--- src/rtl/dzcpu_useq_pkg.sv ---
// dzcpu_useq_pkg: uop field widths, flow-control codes and sequencer FSM states
package dzcpu_useq_pkg;
    localparam int FLOW_W = 4;
    localparam int OP_W   = 5;
    localparam int SEL_W  = 4;
    localparam int UOP_W  = FLOW_W + OP_W + SEL_W;
    localparam logic [FLOW_W-1:0] F_OP         = 4'd0;
    localparam logic [FLOW_W-1:0] F_INC        = 4'd1;
    localparam logic [FLOW_W-1:0] F_EOF        = 4'd2;
    localparam logic [FLOW_W-1:0] F_INC_EOF    = 4'd3;
    localparam logic [FLOW_W-1:0] F_EOF_FU     = 4'd4;
    localparam logic [FLOW_W-1:0] F_INC_EOF_FU = 4'd5;
    localparam logic [FLOW_W-1:0] F_INC_EOF_Z  = 4'd6;
    localparam logic [FLOW_W-1:0] F_INC_EOF_NZ = 4'd7;
    localparam logic [FLOW_W-1:0] F_JCB        = 4'd8;
    typedef enum logic [1:0] {ST_FETCH, ST_DECODE, ST_EXEC} state_t;
endpackage

--- src/rtl/dzcpu_useq_flowdec.sv ---
// dzcpu_useq_flowdec: decodes a uop flow code into issue/pc/flag/eof/jump strobes
//   flow      in  flow-control field of the current uop
//   z         in  datapath zero flag
//   stall     in  suppresses every strobe
//   valid     out uop op/sel issued
//   incpc     out PC += 1
//   fu        out commit ALU flags
//   eof       out last uop of the instruction
//   jump      out load uPC from the CB LUT
//   cond_skip out conditional eof taken, uop not issued
module dzcpu_useq_flowdec
    import dzcpu_useq_pkg::*;
(
    input  logic [FLOW_W-1:0] flow,
    input  logic              z,
    input  logic              stall,
    output logic              valid,
    output logic              incpc,
    output logic              fu,
    output logic              eof,
    output logic              jump,
    output logic              cond_skip
);
    logic skip, jcb;
    assign skip = (flow == F_INC_EOF_Z && z) || (flow == F_INC_EOF_NZ && !z);
    assign jcb  = flow == F_JCB;
    // Unknown codes fall through as plain op: issued, no other strobe.
    assign valid     = !stall && !skip && !jcb;
    assign incpc     = !stall && (flow inside {F_INC, F_INC_EOF, F_INC_EOF_FU, F_INC_EOF_Z, F_INC_EOF_NZ, F_JCB});
    assign fu        = !stall && (flow inside {F_EOF_FU, F_INC_EOF_FU});
    assign eof       = !stall && (skip || (flow inside {F_EOF, F_INC_EOF, F_EOF_FU, F_INC_EOF_FU}));
    assign jump      = !stall && jcb;
    assign cond_skip = !stall && skip;
endmodule

--- src/rtl/dzcpu_useq.sv ---
// dzcpu_useq: dzcpu micro-sequencer; fetch opcode, map through LUTs, step ucode ROM, issue uops
//   iClock/iReset            clock, synchronous active-low reset
//   oFetchReq/iMemValid/iMemData  opcode fetch and CB-byte port
//   oMop/iFlowIdx            main flow LUT;  oCbMop/iCbFlowIdx  CB flow LUT
//   oUpc/iUop                ucode ROM address/data
//   iZeroFlag/iStall         datapath Z flag and busy
//   oUopValid/oOp/oSel/oIncPc/oUpdFlags/oEof  datapath strobes
//   oUcodeErr                sticky watchdog/uPC-wrap abort
module dzcpu_useq
    import dzcpu_useq_pkg::*;
#(
    parameter int UPC_W    = 8,
    parameter int MAX_UOPS = 32
) (
    input  logic             iClock,
    input  logic             iReset,
    output logic             oFetchReq,
    input  logic             iMemValid,
    input  logic [7:0]       iMemData,
    output logic [7:0]       oMop,
    input  logic [7:0]       iFlowIdx,
    output logic [7:0]       oCbMop,
    input  logic [7:0]       iCbFlowIdx,
    output logic [UPC_W-1:0] oUpc,
    input  logic [UOP_W-1:0] iUop,
    input  logic             iZeroFlag,
    input  logic             iStall,
    output logic             oUopValid,
    output logic [OP_W-1:0]  oOp,
    output logic [SEL_W-1:0] oSel,
    output logic             oIncPc,
    output logic             oUpdFlags,
    output logic             oEof,
    output logic             oUcodeErr
);
    localparam int WD_W = $clog2(MAX_UOPS) + 1;
    state_t            state;
    logic [7:0]        ir;
    logic [UPC_W-1:0]  upc;
    logic [WD_W-1:0]   wd;
    logic [FLOW_W-1:0] flow;
    logic ex, hold, d_valid, d_eof, d_jump, d_skip, abort;
    assign flow = iUop[UOP_W-1 -: FLOW_W];
    // Strobes are suppressed in the reset cycle and outside EXEC.
    assign ex   = iReset && state == ST_EXEC;
    // jcb needs the CB byte from memory; until it arrives it behaves like a stall.
    assign hold = iStall || (flow == F_JCB && !iMemValid);
    dzcpu_useq_flowdec u_flowdec (
        .flow(flow), .z(iZeroFlag), .stall(!ex || hold),
        .valid(d_valid), .incpc(oIncPc), .fu(oUpdFlags), .eof(d_eof),
        .jump(d_jump), .cond_skip(d_skip)
    );
    // Abort on the issuing uop that would exceed the budget or step uPC past its top.
    assign abort     = d_valid && !d_eof && (wd == WD_W'(MAX_UOPS - 1) || upc == '1);
    assign oEof      = d_eof || abort;
    assign oUopValid = d_valid;
    assign oOp       = iUop[SEL_W +: OP_W];
    assign oSel      = iUop[SEL_W-1:0];
    assign oFetchReq = iReset && state == ST_FETCH;
    assign oMop      = ir;
    assign oCbMop    = iMemData;
    assign oUpc      = upc;
    always_ff @(posedge iClock) begin
        if (!iReset) begin
            state     <= ST_FETCH;
            upc       <= '0;
            ir        <= '0;
            wd        <= '0;
            oUcodeErr <= 1'b0;
        end else begin
            case (state)
                ST_FETCH: begin
                    if (iMemValid) begin
                        ir    <= iMemData;
                        state <= ST_DECODE;
                    end
                end
                ST_DECODE: begin
                    upc   <= UPC_W'(iFlowIdx);
                    wd    <= '0;
                    state <= ST_EXEC;
                end
                ST_EXEC: begin
                    if (oEof) state <= ST_FETCH;
                    else if (d_jump) upc <= UPC_W'(iCbFlowIdx);
                    else if (!hold) upc <= upc + 1'b1;
                    if (d_valid) wd <= wd + 1'b1;
                    if (abort) oUcodeErr <= 1'b1;
                end
                default: state <= ST_FETCH;
            endcase
        end
    end
endmodule

--- config.mk ---
export PLATFORM = sky130hd
export DESIGN_NAME = dzcpu_useq
export DESIGN_NICKNAME = d
export VERILOG_FILES = /design/src/rtl/dzcpu_useq_pkg.sv /design/src/rtl/dzcpu_useq_flowdec.sv /design/src/rtl/dzcpu_useq.sv
export SDC_FILE = /design/constraint.sdc
export NUM_CORES = 1
export LEC_CHECK = 0
export ABC_AREA = 1
export CAP_MARGIN = 20
export CORE_MARGIN = 2
export CORE_UTILIZATION = 30
export DETAILED_ROUTE_END_ITERATION = 8
export PLACE_DENSITY_LB_ADDON = 0.3
export SKIP_CTS_REPAIR_TIMING = 1
export SLEW_MARGIN = 40
export SYNTH_ARGS = -nofsm -noshare
export SYNTH_HDL_FRONTEND = slang
export SYNTH_HIERARCHICAL = 1
export SYNTH_SLANG_ARGS = --single-unit
--- constraint.sdc ---
create_clock -name iClock -period 2.5 [get_ports iClock]
set_input_delay 0.25 -clock iClock [delete_from_list [all_inputs] [get_ports iClock]]
set_output_delay 0.25 -clock iClock [all_outputs]
set_load 0.01 [all_outputs]
; ---- After elaboration in Yosys (flattened, before gate mapping)
; Cells that the tools add are included.
; W data, S select, Z words.
[classes]
reduce_logical = 36
addsub = 2
mux = 9
eq_ne = 17
[op_table]
columns = operator, n
row1 = $mux W8, 3
row2 = $eq A4 B3 Y1 const B, 4
row3 = $pmux W8 S2, 1
row4 = $logic_and A1 B1 Y1, 13
row5 = $pmux W6 S2, 1
row6 = $add A8 B1 Y8 const B, 1
row7 = $eq A4 B2 Y1 const B, 2
row8 = $eq A8 B8 Y1 const B, 1
row9 = $ne A2 B2 Y1 const B, 4
row10 = $reduce_and A2 Y1, 4
row11 = $logic_not A1 Y1, 7
row12 = $add A6 B1 Y6 const B, 1
row13 = $eq A6 B5 Y1 const B, 1
row14 = $logic_or A1 B1 Y1, 6
row15 = $mux W6, 1
row16 = $pmux W2 S3, 1
row17 = $reduce_bool A6 Y1, 1
row18 = $eq A4 B1 Y1 const B, 1
row19 = $eq A4 B4 Y1 const B, 1
row20 = $mux W2, 2
row21 = $reduce_bool A2 Y1, 2
row22 = $reduce_bool A4 Y1, 1
row23 = $ne A3 B3 Y1 const B, 1
row24 = $reduce_and A3 Y1, 1
row25 = other kinds (3), 3
[word_totals]
ff_bits = 25
inputBits = 42
output_inout_bits = 39

; ---- Logic depth before layout (Yosys ltp)
[depth]
ltp_word = 12
mapped_depth = 16
depth_no_buf = 16

; ---- By module
; The synthesis kept the hierarchy.
[modules_own_cells]
columns = mod, instances, area_each_um2, cells_per_inst
row1 = dzcpu_useq, 1, 1552.7, 237
row2 = dzcpu_useq_flowdec, 1, 128.9, 24

; ---- Worst setup path before layout
; OpenSTA, ideal clock, no wires.
[synth_timing]
path_type = register -> register
from = register state[0]
to = register upc[2], in the netlist oUpc[2]
arrival_time_ns = 1.833
setup_time_ns = 0.115
t_required_ns = 2.385
stages_incl_launch_ff = 16
setup_slack_ns = 0.552
cell_sequence = dfxtp_1 -> inv_1 -> nand2_1 -> nor2_1 -> nand3_1 -> inv_1 -> nand2_1 -> nor2_2 -> inv_1 -> nor2_1 -> nand2_2 -> nand2_4 -> nand2_4 -> buf_6 -> a21oi_1 -> nor2_1
[synth_between]
elab_chain_cells = 12
[synth_rtl]
columns = item, line_no
row1 = "start, declared", dzcpu_useq.sv:37  ; state_t state;
row2 = "start signal, assigned", dzcpu_useq.sv:65  ; state <= ST_FETCH;
row3 = "start signal, assigned", dzcpu_useq.sv:75  ; state <= ST_DECODE;
row4 = "start signal, assigned", dzcpu_useq.sv:81  ; state <= ST_EXEC;
row5 = $eq A2 B2 Y1, dzcpu_useq.sv:45  ; assign ex = iReset && state == ST_EXEC;
row6 = $logic_and A1 B1 Y1, dzcpu_useq.sv:45
row7 = $logic_not A1 Y1, dzcpu_useq.sv:49  ; .flow(flow), .z(iZeroFlag), .stall(!ex || hold),
row8 = $logic_or A1 B1 Y1, dzcpu_useq.sv:49
row9 = $logic_not A1 Y1, dzcpu_useq_flowdec.sv:28  ; assign valid = !stall && !skip && !jcb;
row10 = $logic_and A1 B1 Y1 (2 in a row), dzcpu_useq_flowdec.sv:28
row11 = net oUopValid, dzcpu_useq.sv:28  ; output logic oUopValid,
row12 = $logic_and A1 B1 Y1 (2 in a row), dzcpu_useq.sv:54  ; assign abort = d_valid && !d_eof && (wd == WD_W'(MAX_UOPS - 1) || upc == '1);
row13 = $logic_or A1 B1 Y1, dzcpu_useq.sv:55  ; assign oEof = d_eof || abort;
row14 = net oEof, dzcpu_useq.sv:33  ; output logic oEof,
row15 = $ne A2 B2 Y1 (no line), n/a
row16 = $reduce_and A3 Y1 (no line), n/a
row17 = "end signal, assigned", dzcpu_useq.sv:79  ; upc <= UPC_W'(iFlowIdx);
row18 = "end signal, assigned", dzcpu_useq.sv:85  ; else if (d_jump) upc <= UPC_W'(iCbFlowIdx);
row19 = "end signal, assigned", dzcpu_useq.sv:86  ; else if (!hold) upc <= upc + 1'b1;
row20 = "end, declared", dzcpu_useq.sv:39  ; logic [UPC_W-1:0] upc;
; The timed path passes the listed nets, and every way through them passes these cells. The select of a mux whose other input is x is not followed.
; A chain may end at the register's enable or synchronous reset.

; ---- Final worst setup path
[layout_timing]
from = input port iReset
to = output port oUopValid
[layout_between]
elab_chain_cells = 6
[layout_rtl]
columns = item, line_no
row1 = "start, declared", dzcpu_useq.sv:16  ; input logic iReset,
row2 = $logic_and A1 B1 Y1, dzcpu_useq.sv:45
row3 = $logic_not A1 Y1, dzcpu_useq.sv:49
row4 = $logic_or A1 B1 Y1, dzcpu_useq.sv:49
row5 = $logic_not A1 Y1, dzcpu_useq_flowdec.sv:28
row6 = $logic_and A1 B1 Y1 (2 in a row), dzcpu_useq_flowdec.sv:28
row7 = "end, declared", dzcpu_useq.sv:28
; Every way passes these cells.

==> impl_results.md <==
* Status: finished clean
* Tot GR Track Use at 0.1434
* Place WS at ~0.029 ns
* Ant diodes at 0
* Origin of the worst setup path: iReset
* Total power at 1.000 mW
* Critical path's slowest cell: clkdlybuf4s50_1
* Vias per cell at 4.492
* Critical path launch point type: input pin
* CP cell instances: clkdlybuf4s50_1 -> inv_1 -> nor2_2 -> nand3_2 -> inv_1 -> nand2_1 -> nor2_2 -> buf_4 -> clkdlybuf4s50_1
* Ys Warns at 6
* Row Count at 27
* Vias in the first global route at 1678
* # IOs at 81
* Final Cycle Share at 0.8893
* Reg2Reg Capture Point: oUpc[6]
* Max H-tree Level at 1
* TNS Setup at 0 ns
* CTS tree: done
* Leak at 1.062 nW
* Relative slew margins at 0.7631
* First-pass GRT wire length at between 7 and 8 mm
* Placed Cells at 384
* CP bufs+invs at 5
* RSZ-0062 raised after global routing: no
* Worst Clk Skew at 0.001079 ns
* CTS Buffer Depth at 2
* Synthesized area at 0.001678 mm²
* Clock sink total at 25
* HP Class: flip-flop to flip-flop
* Worst VDD drop at 0.2097 mV
* Gpl congestion at 0.8547
* Required @ worst endpoint at 2.25 ns
* Max stage delay on crit path at 0.53 ns
* Non-Filler Instances at between 300 and 400
* Final hold vios at 0
* Largest net degree at the start of global routing at 21
* Final setup violation count at 0
* Drt drc at 0
* Iteration-0 DRC Markers at 60
* Reg2reg start: state[1]
* Die ar. at 0.006207 mm²
* Total global routing overflow at 0
* Die width at 78.79 µm
* Reg clk slew, reported paths at 0.09 ns
* Slew @ Worst Pin at 0.3546 ns
* Critical-path maximum fanout at 4
* CP Data Arrival Time at 1.97 ns
* Core Area at 0.005439 mm²
* DIE HEIGHT at 78.79 µm
* Post-synth net total at 304
* Layout cells sized above 1 at 0.1361
* Syn_area_per_cell at 6.453 µm²
* Setup ws final at 0.2769 ns
* Num CTS Buffers at 3
* Hold Slack at between 0.4 and 0.5 ns
* CP endpoint: oUopValid
* Initial antenna violation count at 0
* Final wirelength at 4.276 mm
* FMAX at 449.8 MHz
* Syn Inst Count at 260
* Initial Util at 0.3085
* Post-DRT Antenna Nets at 0
* Average wire per standard cell at 11.02 µm
* Reg2Reg Depth at 14
* Post-DP HPWL at 3.372 mm
* CP endpoint kind: primary output
* Area growth, synth to finish at 41.76%
* Clock latency at the later pin of the worst-skew pair at 0.27 ns
* Nets@finish at 361
* Cell family with most CP delay: buffers and inverters
* Post-layout minimum cycle time at 2.223 ns
* Power per cell area at 420.6 mW/mm²
* Crit path kind: input pin to primary output
* Drt first pass iters at 5
* Clk root buf: clkbuf_8
* Max Slew Vio Count at 0
* Port Buffer Count at 62
* Via total after detailed routing at 1743
* Levels on crit path at 9
* Max Cap Viol at 0
* Worst reg2reg setup slack at 0.54 ns
* Worst hold path cell count at 2
==> through the flow <==
stage                     cell area, µm²  utilization
after floorplan                     1678            -
after global placement              2315       0.4256
after detailed placement            2315       0.4256
after CTS                           2364       0.4346
after global routing                2379       0.4373
final                               2379       0.4373
==> flip-flops by register name, summed over array words and instances (netlist names) <==
| name | flops |
|---|---|
| wd | 6 |
| oUcodeErr | 1 |
| oUpc | 8 |
| oMop | 8 |
| state | 2 |
==> how the worst min path moves through the flow <==
stage	from	to	slack, ns
CTS	oUcodeErr	oUcodeErr	0.47
finish	oUcodeErr	oUcodeErr	0.47
detailed placement	oUcodeErr	oUcodeErr	0.45
floorplan	iMemData[0]	oMop[0]	0.42
global route	iUop[4]	oOp[0]	0.50
global placement	oUcodeErr	oUcodeErr	0.44
==> worst register-to-register path: stages, from the launching register on <==
cell and delay, ns:
dfxtp_1 0.40, nand2_1 0.12, nor2_2 0.12, nand3_2 0.12
nor2_1 0.20, nand3b_1 0.10, nand2_1 0.09, nor2_1 0.06
nand2_2 0.08, nand2_4 0.04, buf_4 0.14, nand2_4 0.13
nand2_2 0.11, nor2_1 0.11, nor2_1 0.05
==> cell type report <==
cell class | count | area [µm²]
fillers | 566 | 3060
repair buffers | 75 | 720.7
well taps | 72 | 90.09
clock inverters | 1 | 7.507
multi-input cells | 186 | 920.9
flip-flops and latches | 25 | 500.5
clock buffers | 3 | 41.29
inverters | 26 | 97.59
==> per-layer routing <==
layer | track usage | vias up | wire, µm
met5 | 0 | - | 0
met4 | 0.03333 | 0 | 30
met3 | 0.02955 | 7 | 296
met2 | 0.2504 | 46 | 1956
met1 | 0.1808 | 765 | 1992
li1 | - | 925 | -
==> cell usage in the layout, fill, tap and decap left out, drive strengths merged, types with 3 or more instances in the layout <==
cell type / instances
buf: 13
a21oi: 17
nand2: 63
nand3: 23
nor2: 52
inv: 26
clkdlybuf4s50: 61
o21ai: 18
clkbuf: 3
dfxtp: 25
==> report_power, final <==
| part | total, mW | switching (mW) | internal, mW |
|---|---|---|---|
| Clock | 0.245 | 0.132 | 0.113 |
| Combinational | 0.301 | 0.138 | 0.163 |
| Sequential | 0.455 | 0.0276 | 0.427 |
(Power assumes the default switching activity.)
